$ cat src/rtl/mips_mem_pkg.sv
// Shared types and default sizes for the MIPS unified-memory arbiter.
package mips_mem_pkg;

    localparam int unsigned DEF_AW      = 32;
    localparam int unsigned DEF_DW      = 32;
    localparam int unsigned DEF_TIMEOUT = 15;

    typedef enum logic [2:0] {
        StIdle,
        StCpuBusy,
        StDbgBusy,
        StCpuDone,
        StDbgDone
    } arb_state_e;

    typedef enum logic {
        GNT_CPU = 1'b0,
        GNT_DBG = 1'b1
    } gnt_e;

endpackage

$ cat src/rtl/mips_rr_arb2.sv
// Two-requester round-robin picker; the last-grant register only moves when a grant is taken.
module mips_rr_arb2
    import mips_mem_pkg::*;
(
    input  logic CLK,
    input  logic RST_N,
    input  logic req_cpu_i,
    input  logic req_dbg_i,
    input  logic take_i,
    output logic valid_o,
    output gnt_e gnt_o
);

    gnt_e last_q;

    always_comb begin
        valid_o = req_cpu_i | req_dbg_i;
        gnt_o   = GNT_CPU;
        if (req_cpu_i && req_dbg_i) begin
            if (last_q == GNT_CPU) begin
                gnt_o = GNT_DBG;
            end
        end else if (req_dbg_i) begin
            gnt_o = GNT_DBG;
        end
    end

    // Reset to DBG so the CPU wins the first contested grant.
    always_ff @(posedge CLK or negedge RST_N) begin
        if (!RST_N) begin
            last_q <= GNT_DBG;
        end else if (take_i && valid_o) begin
            last_q <= gnt_o;
        end
    end

endmodule

$ cat src/rtl/mips_mem_arbiter.sv
// Shares the unified MIPS memory between the CPU controller and a debug/loader port.
// Define MIPS_MEM_ARB_TIMEOUT_EN to abort accesses that see no MEM_READY within TIMEOUT cycles.
module mips_mem_arbiter
    import mips_mem_pkg::*;
#(
    parameter int unsigned AW      = DEF_AW,
    parameter int unsigned DW      = DEF_DW
`ifdef MIPS_MEM_ARB_TIMEOUT_EN
  , parameter int unsigned TIMEOUT = DEF_TIMEOUT
`endif
) (
    input  logic          CLK,
    input  logic          RST_N,
    input  logic          CPU_RD,
    input  logic          CPU_WR,
    input  logic [AW-1:0] CPU_ADDR,
    input  logic [DW-1:0] CPU_WDATA,
    output logic [DW-1:0] CPU_RDATA,
    output logic          CPU_STALL,
    input  logic          DBG_REQ,
    input  logic          DBG_WE,
    input  logic [AW-1:0] DBG_ADDR,
    input  logic [DW-1:0] DBG_WDATA,
    output logic [DW-1:0] DBG_RDATA,
    output logic          DBG_ACK,
    output logic          MEM_EN,
    output logic          MEM_WE,
    output logic [AW-1:0] MEM_ADDR,
    output logic [DW-1:0] MEM_WDATA,
    input  logic [DW-1:0] MEM_RDATA,
    input  logic          MEM_READY,
    output logic          ERR,
    input  logic          ERR_CLR
);

    arb_state_e state_q;
    logic       cpu_req;
    logic       arb_valid;
    gnt_e       arb_gnt;
    logic       timed_out;

    assign cpu_req   = CPU_RD | CPU_WR;
    assign CPU_STALL = cpu_req & (state_q != StCpuDone);

    mips_rr_arb2 u_rr (
        .CLK       (CLK),
        .RST_N     (RST_N),
        .req_cpu_i (cpu_req),
        .req_dbg_i (DBG_REQ),
        .take_i    (state_q == StIdle),
        .valid_o   (arb_valid),
        .gnt_o     (arb_gnt)
    );

`ifdef MIPS_MEM_ARB_TIMEOUT_EN
    localparam int unsigned CntW = $clog2(TIMEOUT + 1);
    logic [CntW-1:0] cnt_q;

    assign timed_out = !MEM_READY && (cnt_q == CntW'(TIMEOUT - 1));

    always_ff @(posedge CLK or negedge RST_N) begin
        if (!RST_N) begin
            cnt_q <= '0;
        end else if (state_q == StIdle) begin
            cnt_q <= '0;
        end else if (state_q == StCpuBusy || state_q == StDbgBusy) begin
            cnt_q <= cnt_q + 1'b1;
        end
    end
`else
    assign timed_out = 1'b0;
`endif

    always_ff @(posedge CLK or negedge RST_N) begin
        if (!RST_N) begin
            state_q   <= StIdle;
            MEM_EN    <= 1'b0;
            MEM_WE    <= 1'b0;
            MEM_ADDR  <= '0;
            MEM_WDATA <= '0;
            CPU_RDATA <= '0;
            DBG_RDATA <= '0;
            DBG_ACK   <= 1'b0;
            ERR       <= 1'b0;
        end else begin
            DBG_ACK <= 1'b0;
            // A set later in this block overrides the clear.
            if (ERR_CLR) begin
                ERR <= 1'b0;
            end
            unique case (state_q)
                StIdle: begin
                    if (arb_valid) begin
                        MEM_EN <= 1'b1;
                        if (arb_gnt == GNT_CPU) begin
                            state_q   <= StCpuBusy;
                            MEM_WE    <= CPU_WR;
                            MEM_ADDR  <= CPU_ADDR;
                            MEM_WDATA <= CPU_WDATA;
                            if (CPU_RD && CPU_WR) begin
                                ERR <= 1'b1;
                            end
                        end else begin
                            state_q   <= StDbgBusy;
                            MEM_WE    <= DBG_WE;
                            MEM_ADDR  <= DBG_ADDR;
                            MEM_WDATA <= DBG_WDATA;
                        end
                    end
                end
                StCpuBusy, StDbgBusy: begin
                    if (MEM_READY || timed_out) begin
                        MEM_EN <= 1'b0;
                        MEM_WE <= 1'b0;
                        if (timed_out) begin
                            ERR <= 1'b1;
                        end
                        if (state_q == StCpuBusy) begin
                            state_q <= StCpuDone;
                            if (!MEM_WE) begin
                                CPU_RDATA <= timed_out ? '0 : MEM_RDATA;
                            end
                        end else begin
                            state_q <= StDbgDone;
                            DBG_ACK <= 1'b1;
                            if (!MEM_WE) begin
                                DBG_RDATA <= timed_out ? '0 : MEM_RDATA;
                            end
                        end
                    end
                end
                StCpuDone, StDbgDone: begin
                    state_q <= StIdle;
                end
                default: begin
                    state_q <= StIdle;
                end
            endcase
        end
    end

endmodule

$ cat config.mk
export PLATFORM = sky130hd
export DESIGN_NAME = mips_mem_arbiter
export DESIGN_NICKNAME = d
export VERILOG_FILES = /design/src/rtl/mips_mem_pkg.sv /design/src/rtl/mips_rr_arb2.sv /design/src/rtl/mips_mem_arbiter.sv
export SDC_FILE = /design/constraint.sdc
export NUM_CORES = 1
export LEC_CHECK = 0
export ABC_AREA = 1
export CORE_ASPECT_RATIO = 0.6
export CORE_UTILIZATION = 41
export CTS_CLUSTER_SIZE = 14
export DETAILED_ROUTE_END_ITERATION = 7
export PLACE_DENSITY = 0.83
export SETUP_SLACK_MARGIN = 0.1
export SLEW_MARGIN = 20
export SYNTH_ARGS = -nofsm -noshare
export SYNTH_HDL_FRONTEND = slang
export SYNTH_SLANG_ARGS = --single-unit
$ cat constraint.sdc
create_clock -name CLK -period 2.2 [get_ports CLK]
set_clock_uncertainty 0.2 [all_clocks]
set_input_delay 0.22 -clock CLK [delete_from_list [all_inputs] [get_ports CLK]]
set_output_delay 0.22 -clock CLK [all_outputs]
set_load 0.01 [all_outputs]
==> results.toml, run 1 <==
[clocking]
numCtsBuffers = 17
cts_buffer_depth = 2
ctsHtreeMaxLevel = 4
worstSkewPairLatency_ps = 400
clkTransAtPathRegs_ps = 60
cts_tree = "yes"
root_buffer = "clkbuf_16"
post_cts_buffers = 0
clkSinkCount = 136

[setup_path]
cp_cell_sequence = "nor2_2, nand2_1, inv_1, nand2_2, buf_4, o21ai_0"
critical_path.max_stage_delay_ps = 410
worst-setup-path-type = "flip-flop to flip-flop"
worst-path-max-fanout = 64
worst_setup_path_end_kind = "flip-flop"
slowest_stage = "dfrtp_1"
arrival_ps = 1910
path_buf_inv = 2
reg2reg_setup_slack_ps = 360
r2r_cells = 6
required_ps = 2270
cp_top_family = "flip-flops"
r2r_start = "state_q[1]$_DFFE_PN0P_"
startpoint_type = "flip-flop"
r2r_end = "CPU_RDATA[18]$_DFFE_PN0P_"

[power]
p_total_mw = 13.4
vdd_ir_drop_max_mv = 0.664
clockPowerShare = 0.217
p_leak_nw = 4.80
power.internal_mw = 8.63
sw_frac_of_total = 0.355
powerDensity_nw_per_um2 = 1360
seqPwrFrac = 0.327
switchingPower_mw = 4.76
combPwrFrac = 0.456

[yosys]
yosysMostFrequentCell = "nand2_1"
synth_seq_area_share = 0.559
synth_top_cell_area_share = 0.555
synth_seq_cells = 136
yosysWarnings = 0
async_reset_ff_frac = 1.00
synth_edf_count = 0
synth_fp_nets = 942
ys.flop_type = "dfrtp_1"
syn_area_sq_um = 6090
synth.area.top_cells = "dfrtp_1, nand2_1, inv_1"
yosysTopAreaCell = "dfrtp_1"
ys_types = 20
syn_inst = 774
syn_avg_cell_area_sq_um = 7.87
synth_common_cells = "nand2_1, dfrtp_1, inv_1, o21ai_0, nor2_1"

[run]
cap_violations = 0

[timing]
final.period_utilization = 0.837
max_freq_mhz = 543
hold_viol = 0
max_slew.worst_pin.slew_ps = 559
rsz0062_at_grt = "no"
final.setup.worst_slack_ps = 358
setup_viol = 0
finalHoldWorstSlack_ps = 113
setup_tns_ps = 0
period_minus_slack_ps = 1840
relSlewSlack = 0.627
maxSlewViolCount = 0

[finish]
areaGrowthSynthToFinish_pct = 61.9
n_antenna_cell = 0
fin_area_sq_um = 9860
drive_gt1_frac = 0.0474
final_net_count = 1233
nFillCells = 1186

[placement]
dpl_cell_area_sq_um = 9250
place.port_buffers = 300
place_congestion = 0.857
dp_hpwl_mm = 12.8
place_ws_ps = 125

[detailed_routing]
vias = 5799
drt_iter0_markers = 415
viasPerCell = 4.55
firstDrtPassIters = 5
wl_mm = 17.7
ant_nets = 0
drc_errors = 0
routedWlPerCell_um = 13.9

[die]
core_area_sq_um = 14500
die_area_sq_um = 15400
pin_count = 301
fp-row-count = 34
chipHeight_um = 96.4
start_util = 0.420
die_w_um = 159

[global_routing]
grt_max_degree = 131
grt_pass1_wl_mm = 28.1
gr-usage-all-layers = 0.235
gr-total-overflow = 0
grt_pass1_vias = 5590
antenna_found_initial = 0

[status]
outcome = "finished clean"

[min_path]
holdCritPathClass = "input port to async pin"
==> area by class of cell <==
| cell class | instances | area, sq um | area share |
|---|---|---|---|
| tap | 198 | 248 | 0.0251 |
| inverter | 105 | 394 | 0.0400 |
| multi-input combinational | 493 | 2050 | 0.208 |
| clock inverter | 14 | 174 | 0.0176 |
| timing repair buffer | 312 | 3160 | 0.321 |
| sequential | 136 | 3400 | 0.345 |
| clock buffer | 17 | 425 | 0.0431 |
==> power by group through the flow <==
stage	Combinational (mW)	Sequential, mW	Clock, mW
final	6.11	4.38	2.90
after global routing	6.75	4.53	3.07
after CTS	6.20	4.38	2.96
after detailed placement	6.18	4.40	0
after global placement	6.03	4.35	0
after floorplan	2.37	4.89	0
==> per-stage QoR <==
step,util,std cells
after CTS,0.680,1275
after detailed placement,0.638,1243
after floorplan,-,774
final,0.680,1275
after global placement,0.638,1243
after global routing,0.680,1275
==> cell usage in the layout, fill, tap and decap left out, types with 2 or more instances in the layout <==
cell             instances
buf_4                    6
clkinv_4                 2
clkbuf_16               17
o21ai_1                 51
clkdlybuf4s50_1        298
nand2_1                283
dfrtp_1                135
nand2_2                  2
inv_6                    3
inv_1                  104
o21ai_0                 77
nor2_1                  70
bufinv_16                3
clkinvlp_4               4
clkinv_2                 2
buf_12                   5
nand3_1                  3
==> per-layer routing <==
| layer | routed length (um) | vias to the layer above | track usage |
|---|---|---|---|
| met5 | 0 | - | 0 |
| met4 | 217 | 0 | 0.0673 |
| met3 | 1230 | 16 | 0.0700 |
| met2 | 8630 | 188 | 0.402 |
| met1 | 7660 | 2663 | 0.292 |
| li1 | - | 2932 | - |
==> state kept, by name, summed over array words and instances, names as in the netlist <==
| register | flops |
|---|---|
| MEM_ADDR | 32 |
| u_rr.last_q | 1 |
| MEM_WDATA | 32 |
| MEM_WE | 1 |
| state_q | 3 |
| DBG_RDATA | 32 |
| MEM_EN | 1 |
| CPU_RDATA | 32 |
| DBG_ACK | 1 |
| ERR | 1 |
==> logic make-up after synthesis <==
kind of cell           share of synthesized area
buffers and inverters                      0.106
and+or+nand+nor                            0.224
AOI/OAI and AO/OA                          0.111
DFF                                        0.559
==> worst max-delay path by stage <==
stage / startpoint / cells past startpoint / end / slack (ps)
after floorplan: state_q[1]$_DFFE_PN0P_ / 8 / MEM_ADDR[0]$_DFFE_PN0P_ / 680
after global placement: CPU_WR / 4 / CPU_STALL / 120
after detailed placement: CPU_WR / 4 / CPU_STALL / 130
after CTS: CPU_WR / 4 / CPU_STALL / 100
after global routing: state_q[1]$_DFFE_PN0P_ / 6 / CPU_RDATA[18]$_DFFE_PN0P_ / 190
final: state_q[1]$_DFFE_PN0P_ / 6 / CPU_RDATA[18]$_DFFE_PN0P_ / 360
==> repair_timing <==
| item | 4_1_cts | 5_1_grt |
|---|---|---|
| hold buffers | 1 | 0 |
| gates resized for setup | 0 | 1 |
| hold endpoints to repair | 109 | 0 |
| endpoints found under the setup margin | 0 | 1 |
Power figures use the tool's default switching activity.
==> inputs of run 2 (changes only) <==
--- a/config.mk
+++ b/config.mk
@@ -7,10 +7,10 @@
 export LEC_CHECK = 0
 export ABC_AREA = 1
 export CORE_ASPECT_RATIO = 0.6
-export CORE_UTILIZATION = 41
+export CORE_UTILIZATION = 37
 export CTS_CLUSTER_SIZE = 14
 export DETAILED_ROUTE_END_ITERATION = 7
-export PLACE_DENSITY = 0.83
+export PLACE_DENSITY = 0.8
 export SETUP_SLACK_MARGIN = 0.1
 export SLEW_MARGIN = 20
 export SYNTH_ARGS = -nofsm -noshare
==> constraint.sdc (replaced) <==
create_clock -name CLK -period 1.6 [get_ports CLK]
set_clock_uncertainty 0.2 [all_clocks]
set_input_delay 0.16 -clock CLK [delete_from_list [all_inputs] [get_ports CLK]]
set_output_delay 0.16 -clock CLK [all_outputs]
set_load 0.01 [all_outputs]
==> results.toml, run 2 (synthesis results as in run 1) <==
[status]
outcome = "complete, but fails checks"
failed_checks = "setup timing"

[setup_path]
arrival_ps = 1860
worst-path-max-fanout = 13
required_ps = 1730
worst_setup_path_end_kind = "flip-flop"
startpoint_type = "flip-flop"
worst-setup-path-type = "flip-flop to flip-flop"

[finish]
final_net_count = 1275
fin_area_sq_um = 10600
n_antenna_cell = 0
final_common_cell = "nand2_1"
seqCellArea_sq_um = 3400
nFillCells = 1322
drive_gt1_frac = 0.114
areaGrowthSynthToFinish_pct = 74.5
final_cell_mix = "nand2_1, clkdlybuf4s50_1, dfrtp_1, dlygate4sd2_1, inv_1"
multi_input_area_sq_um = 2190

[clocking]
ctsHtreeMaxLevel = 4
numCtsBuffers = 17
cts_buffer_depth = 2
root_buffer = "clkbuf_16"
worstSkewPairLatency_ps = 400
clkSinkCount = 136
clkTransAtPathRegs_ps = 70
cts_tree = "yes"

[power]
powerDensity_nw_per_um2 = 1870
p_total_mw = 19.9
vdd_ir_drop_max_mv = 0.694
power.internal_mw = 12.1
clockPowerShare = 0.202
p_leak_nw = 5.55
combPwrFrac = 0.496
seqPwrFrac = 0.302
sw_frac_of_total = 0.389
switchingPower_mw = 7.73

[min_path]
holdCritPathClass = "input port to async pin"

[placement]
place_ws_ps = -308
dpl_cell_area_sq_um = 9390
place.port_buffers = 300
place_congestion = 0.813
dp_hpwl_mm = 13.6

[die]
core_area_sq_um = 15700
start_util = 0.387
pin_count = 301
fp-row-count = 35
die_w_um = 168
die_area_sq_um = 17000
chipHeight_um = 101

[detailed_routing]
firstDrtPassIters = 5
ant_nets = 0
drt_iter0_markers = 345
routedWlPerCell_um = 17.6
drc_errors = 0
wl_mm = 23.3
viasPerCell = 4.80
vias = 6349

[timing]
period_minus_slack_ps = 1730
setup_tns_ps = -7690
max_freq_mhz = 578
relSlewSlack = 0.758
hold_viol = 0
final.setup.worst_slack_ps = -131
final.period_utilization = 1.08
rsz0062_at_grt = "yes"
setup_viol = 109
max_slew.worst_pin.slew_ps = 363
maxSlewViolCount = 0

[global_routing]
grt_pass1_vias = 5996
gr-usage-all-layers = 0.243
antenna_found_initial = 0
grt_pass1_wl_mm = 31.8
gr-total-overflow = 0
grt_max_degree = 65

[run]
cap_violations = 0
run 2: cell count changes in the layout (fill, tap and decap cells not counted), moves of 10 or more:
cell / previous run / this run
o21ai_2: 1 / 12
nand2_1: 283 / 269
dlygate4sd2_1: 0 / 127
o21ai_0: 77 / 41
nand2_2: 2 / 12
clkbuf_16: 17 / 29
o21ai_1: 51 / 76
clkdlybuf4s50_1: 298 / 166
run 2: worst max-delay path, cell delays in order, from the launching register on:
cell	delay, ps
dfrtp_1	420
nor2_4	170
nand2_4	80
a21oi_4	260
buf_6	170
clkbuf_16	170
nand2_1	70
o21ai_2	120
run 2: final timing paths:
kind / startpoint / endpoint / slack (ps) / cells after the start
worst max-delay path: state_q[1]$_DFFE_PN0P_ / MEM_ADDR[4]$_DFFE_PN0P_ / -130 / 7
worst max register to register: state_q[1]$_DFFE_PN0P_ / MEM_ADDR[4]$_DFFE_PN0P_ / -130 / 7
worst min register to register: MEM_WDATA[31]$_DFFE_PN0P_ / MEM_WDATA[31]$_DFFE_PN0P_ / 270 / 2
max in group asynchronous: RST_N / u_rr.last_q$_DFFE_PN1P_ / 550 / 3
worst min-delay path: RST_N / CPU_RDATA[3]$_DFFE_PN0P_ / 80 / 2
min in group CLK: MEM_RDATA[24] / DBG_RDATA[24]$_DFFE_PN0P_ / 120 / 3
run 2: power by group through the flow:
stage          Combinational (mW)  Sequential (mW)  Clock (mW)
6_report                     9.84             6.01        4.01
5_1_grt                      10.7             6.20        4.23
4_1_cts                      8.34             5.97        4.07
3_5_place_dp                 8.64             6.04           0
3_3_place_gp                 8.47             5.98           0
2_1_floorplan                3.27             6.72           0
run 2: per-stage QoR:
| step | hold slack, ps | util | std cells |
|---|---|---|---|
| final | 78.1 | 0.676 | 1323 |
| after detailed placement | -116 | 0.597 | 1257 |
| after global placement | -114 | 0.597 | 1257 |
| after floorplan | -336 | - | 774 |
| after CTS | 51.3 | 0.641 | 1298 |
| after global routing | 80.9 | 0.676 | 1323 |
run 2: layer usage:
metal  routed length (um)  global-route usage  up-vias
li1                     -                   -     3030
met1                10600               0.323     3014
met2                10400               0.389      276
met3                 1900              0.0727       29
met4                  371              0.0635        0
met5                    0                   0        -
run 2: layout make-up:
cell class	count	area share
timing repair buffer	354	0.356
sequential	136	0.320
multi-input combinational	493	0.206
clock buffer	18	0.0404
inverter	105	0.0380
tap	203	0.0239
clock inverter	14	0.0157
run 2: what timing repair did:
item | in CTS | in global routing
setup buffers | 2 | 8
gates cloned | 6 | 18
pin swaps | 9 | 8
gates resized for setup | 162 | 80
endpoints found under the hold margin | 135 | 0
hold buffers | 1 | 0
setup endpoints to repair | 203 | 140
==> inputs of run 3 (changes only) <==
--- a/config.mk
+++ b/config.mk
@@ -6,11 +6,12 @@
 export NUM_CORES = 1
 export LEC_CHECK = 0
 export ABC_AREA = 1
-export CORE_ASPECT_RATIO = 0.6
-export CORE_UTILIZATION = 37
+export CORE_AREA = 2 2 116 118
 export CTS_CLUSTER_SIZE = 14
 export DETAILED_ROUTE_END_ITERATION = 7
-export PLACE_DENSITY = 0.8
+export DIE_AREA = 0 0 118 120
+export DONT_BUFFER_PORTS = 1
+export PLACE_DENSITY = 0.66
 export SETUP_SLACK_MARGIN = 0.1
 export SLEW_MARGIN = 20
 export SYNTH_ARGS = -nofsm -noshare
==> results.toml, run 3 (synthesis results as in run 1) <==
[status]
outcome = "complete, but fails checks"
failed_checks = "hold timing, setup timing"

[run]
cap_violations = 0

[timing]
max_freq_mhz = 610
hold_viol = 136
final.period_utilization = 1.02
relSlewSlack = 0.734
rsz0062_at_grt = "yes"
maxSlewViolCount = 0
setup_tns_ps = -277
period_minus_slack_ps = 1640
finalHoldWorstSlack_ps = -760
max_slew.worst_pin.slew_ps = 397
final.setup.worst_slack_ps = -38.0
setup_viol = 22

[placement]
place_congestion = 0.860
place_ws_ps = -32.8
place.port_buffers = 0
dp_hpwl_mm = 10.7

[global_routing]
gr-usage-all-layers = 0.277
antenna_found_initial = 1
grt_max_degree = 137
grt_pass1_wl_mm = 30.9
grt_pass1_vias = 6215
gr-total-overflow = 0

[finish]
drive_gt1_frac = 0.178
nFillCells = 799
final_cell_mix = "nand2_1, dlygate4sd3_1, dfrtp_1, inv_1, o21ai_1"
final_net_count = 1128
multi_input_area_sq_um = 2470
areaGrowthSynthToFinish_pct = 56.1
seqCellArea_sq_um = 3410
final_common_cell = "nand2_1"
final_util = 0.733

[setup_path]
required_ps = 1690
startpoint_type = "flip-flop"
worst_setup_path_end_kind = "flip-flop"
worst-path-max-fanout = 8
arrival_ps = 1730
reg2reg_setup_slack_ps = -40
worst-setup-path-type = "flip-flop to flip-flop"

[clocking]
cts_buffer_depth = 2
ctsHtreeMaxLevel = 4
cts_tree = "yes"
worstSkewPairLatency_ps = 410
clkSinkCount = 136
cts_hold_buf = 166
numCtsBuffers = 17
clkTransAtPathRegs_ps = 60
root_buffer = "clkbuf_16"

[detailed_routing]
viasPerCell = 5.40
wl_mm = 21.2
drt_iter0_markers = 409
firstDrtPassIters = 5
ant_nets = 0
routedWlPerCell_um = 18.4
drc_errors = 0
vias = 6203

[die]
pin_count = 301
chipHeight_um = 120
die_area_sq_um = 14200
core_area_sq_um = 13000
die_w_um = 118
start_util = 0.469
fp-row-count = 42

[power]
p_total_mw = 18.4
p_leak_nw = 4.76
powerDensity_nw_per_um2 = 1940
vdd_ir_drop_max_mv = 1.06

[min_path]
holdCritPathClass = "input port to async pin"
==> run 3: final timing paths <==
path | from | end | depth (start not counted)
max | state_q[2]$_DFFE_PN0P_ | MEM_WDATA[20]$_DFFE_PN0P_ | 8
min | RST_N | CPU_RDATA[3]$_DFFE_PN0P_ | 0
max reg2reg | state_q[2]$_DFFE_PN0P_ | MEM_WDATA[20]$_DFFE_PN0P_ | 8
min reg2reg | u_rr.last_q$_DFFE_PN1P_ | u_rr.last_q$_DFFE_PN1P_ | 2
max in group asynchronous | RST_N | u_rr.last_q$_DFFE_PN1P_ | 0
min in group CLK | CPU_RD | MEM_WE$_DFFE_PN0P_ | 7
==> run 3: final cells by class <==
cell class,instances,area share
timing repair buffer,207,0.250
sequential,136,0.358
clock inverter,12,0.0212
clock buffer,19,0.0455
tap,176,0.0232
inverter,105,0.0425
multi-input combinational,493,0.260
antenna,1,0.000263
==> run 3: layer usage <==
| metal | track usage | up-vias | wire, um |
|---|---|---|---|
| met4 | 0.172 | 0 | 1040 |
| li1 | - | 2732 | - |
| met2 | 0.481 | 415 | 10600 |
| met3 | 0.0779 | 101 | 1960 |
| met5 | 0 | - | 0 |
| met1 | 0.300 | 2955 | 7550 |
==> run 3: where the power goes <==
group	switching, mW	leakage [nW]	internal [mW]	total (mW)
Sequential	2.33	1.68	5.11	7.44
Clock	1.47	0.303	2.76	4.22
Combinational	3.60	2.77	3.18	6.78
==> run 3: critical path, cell delays in order, from the launching register on <==
cell and delay [ps]:
dfrtp_1 380, nor2_2 150, nand2_2 90, a21oi_4 180
buf_6 150, inv_8 60, clkbuf_16 170, nand2_1 70
o21ai_1 70
==> run 3: metrics by stage <==
| stage | instances | area (sq um) | hold slack [ps] |
|---|---|---|---|
| detailed placement | 929 | 6300 | -333 |
| floorplan | 774 | 6090 | -336 |
| global route | 1149 | 9510 | -782 |
| finish | 1149 | 9510 | -760 |
| global placement | 929 | 6300 | -333 |
| CTS | 1139 | 8980 | -776 |
==> run 3: repair_timing <==
| item | CTS | global route |
|---|---|---|
| pin swaps | 2 | 4 |
| resized for setup | 54 | 153 |
| hold endpoints to repair | 272 | 136 |
| buffers inserted | 6 | 2 |
| endpoints found under the setup margin | 70 | 134 |
| cloned | 7 | 7 |
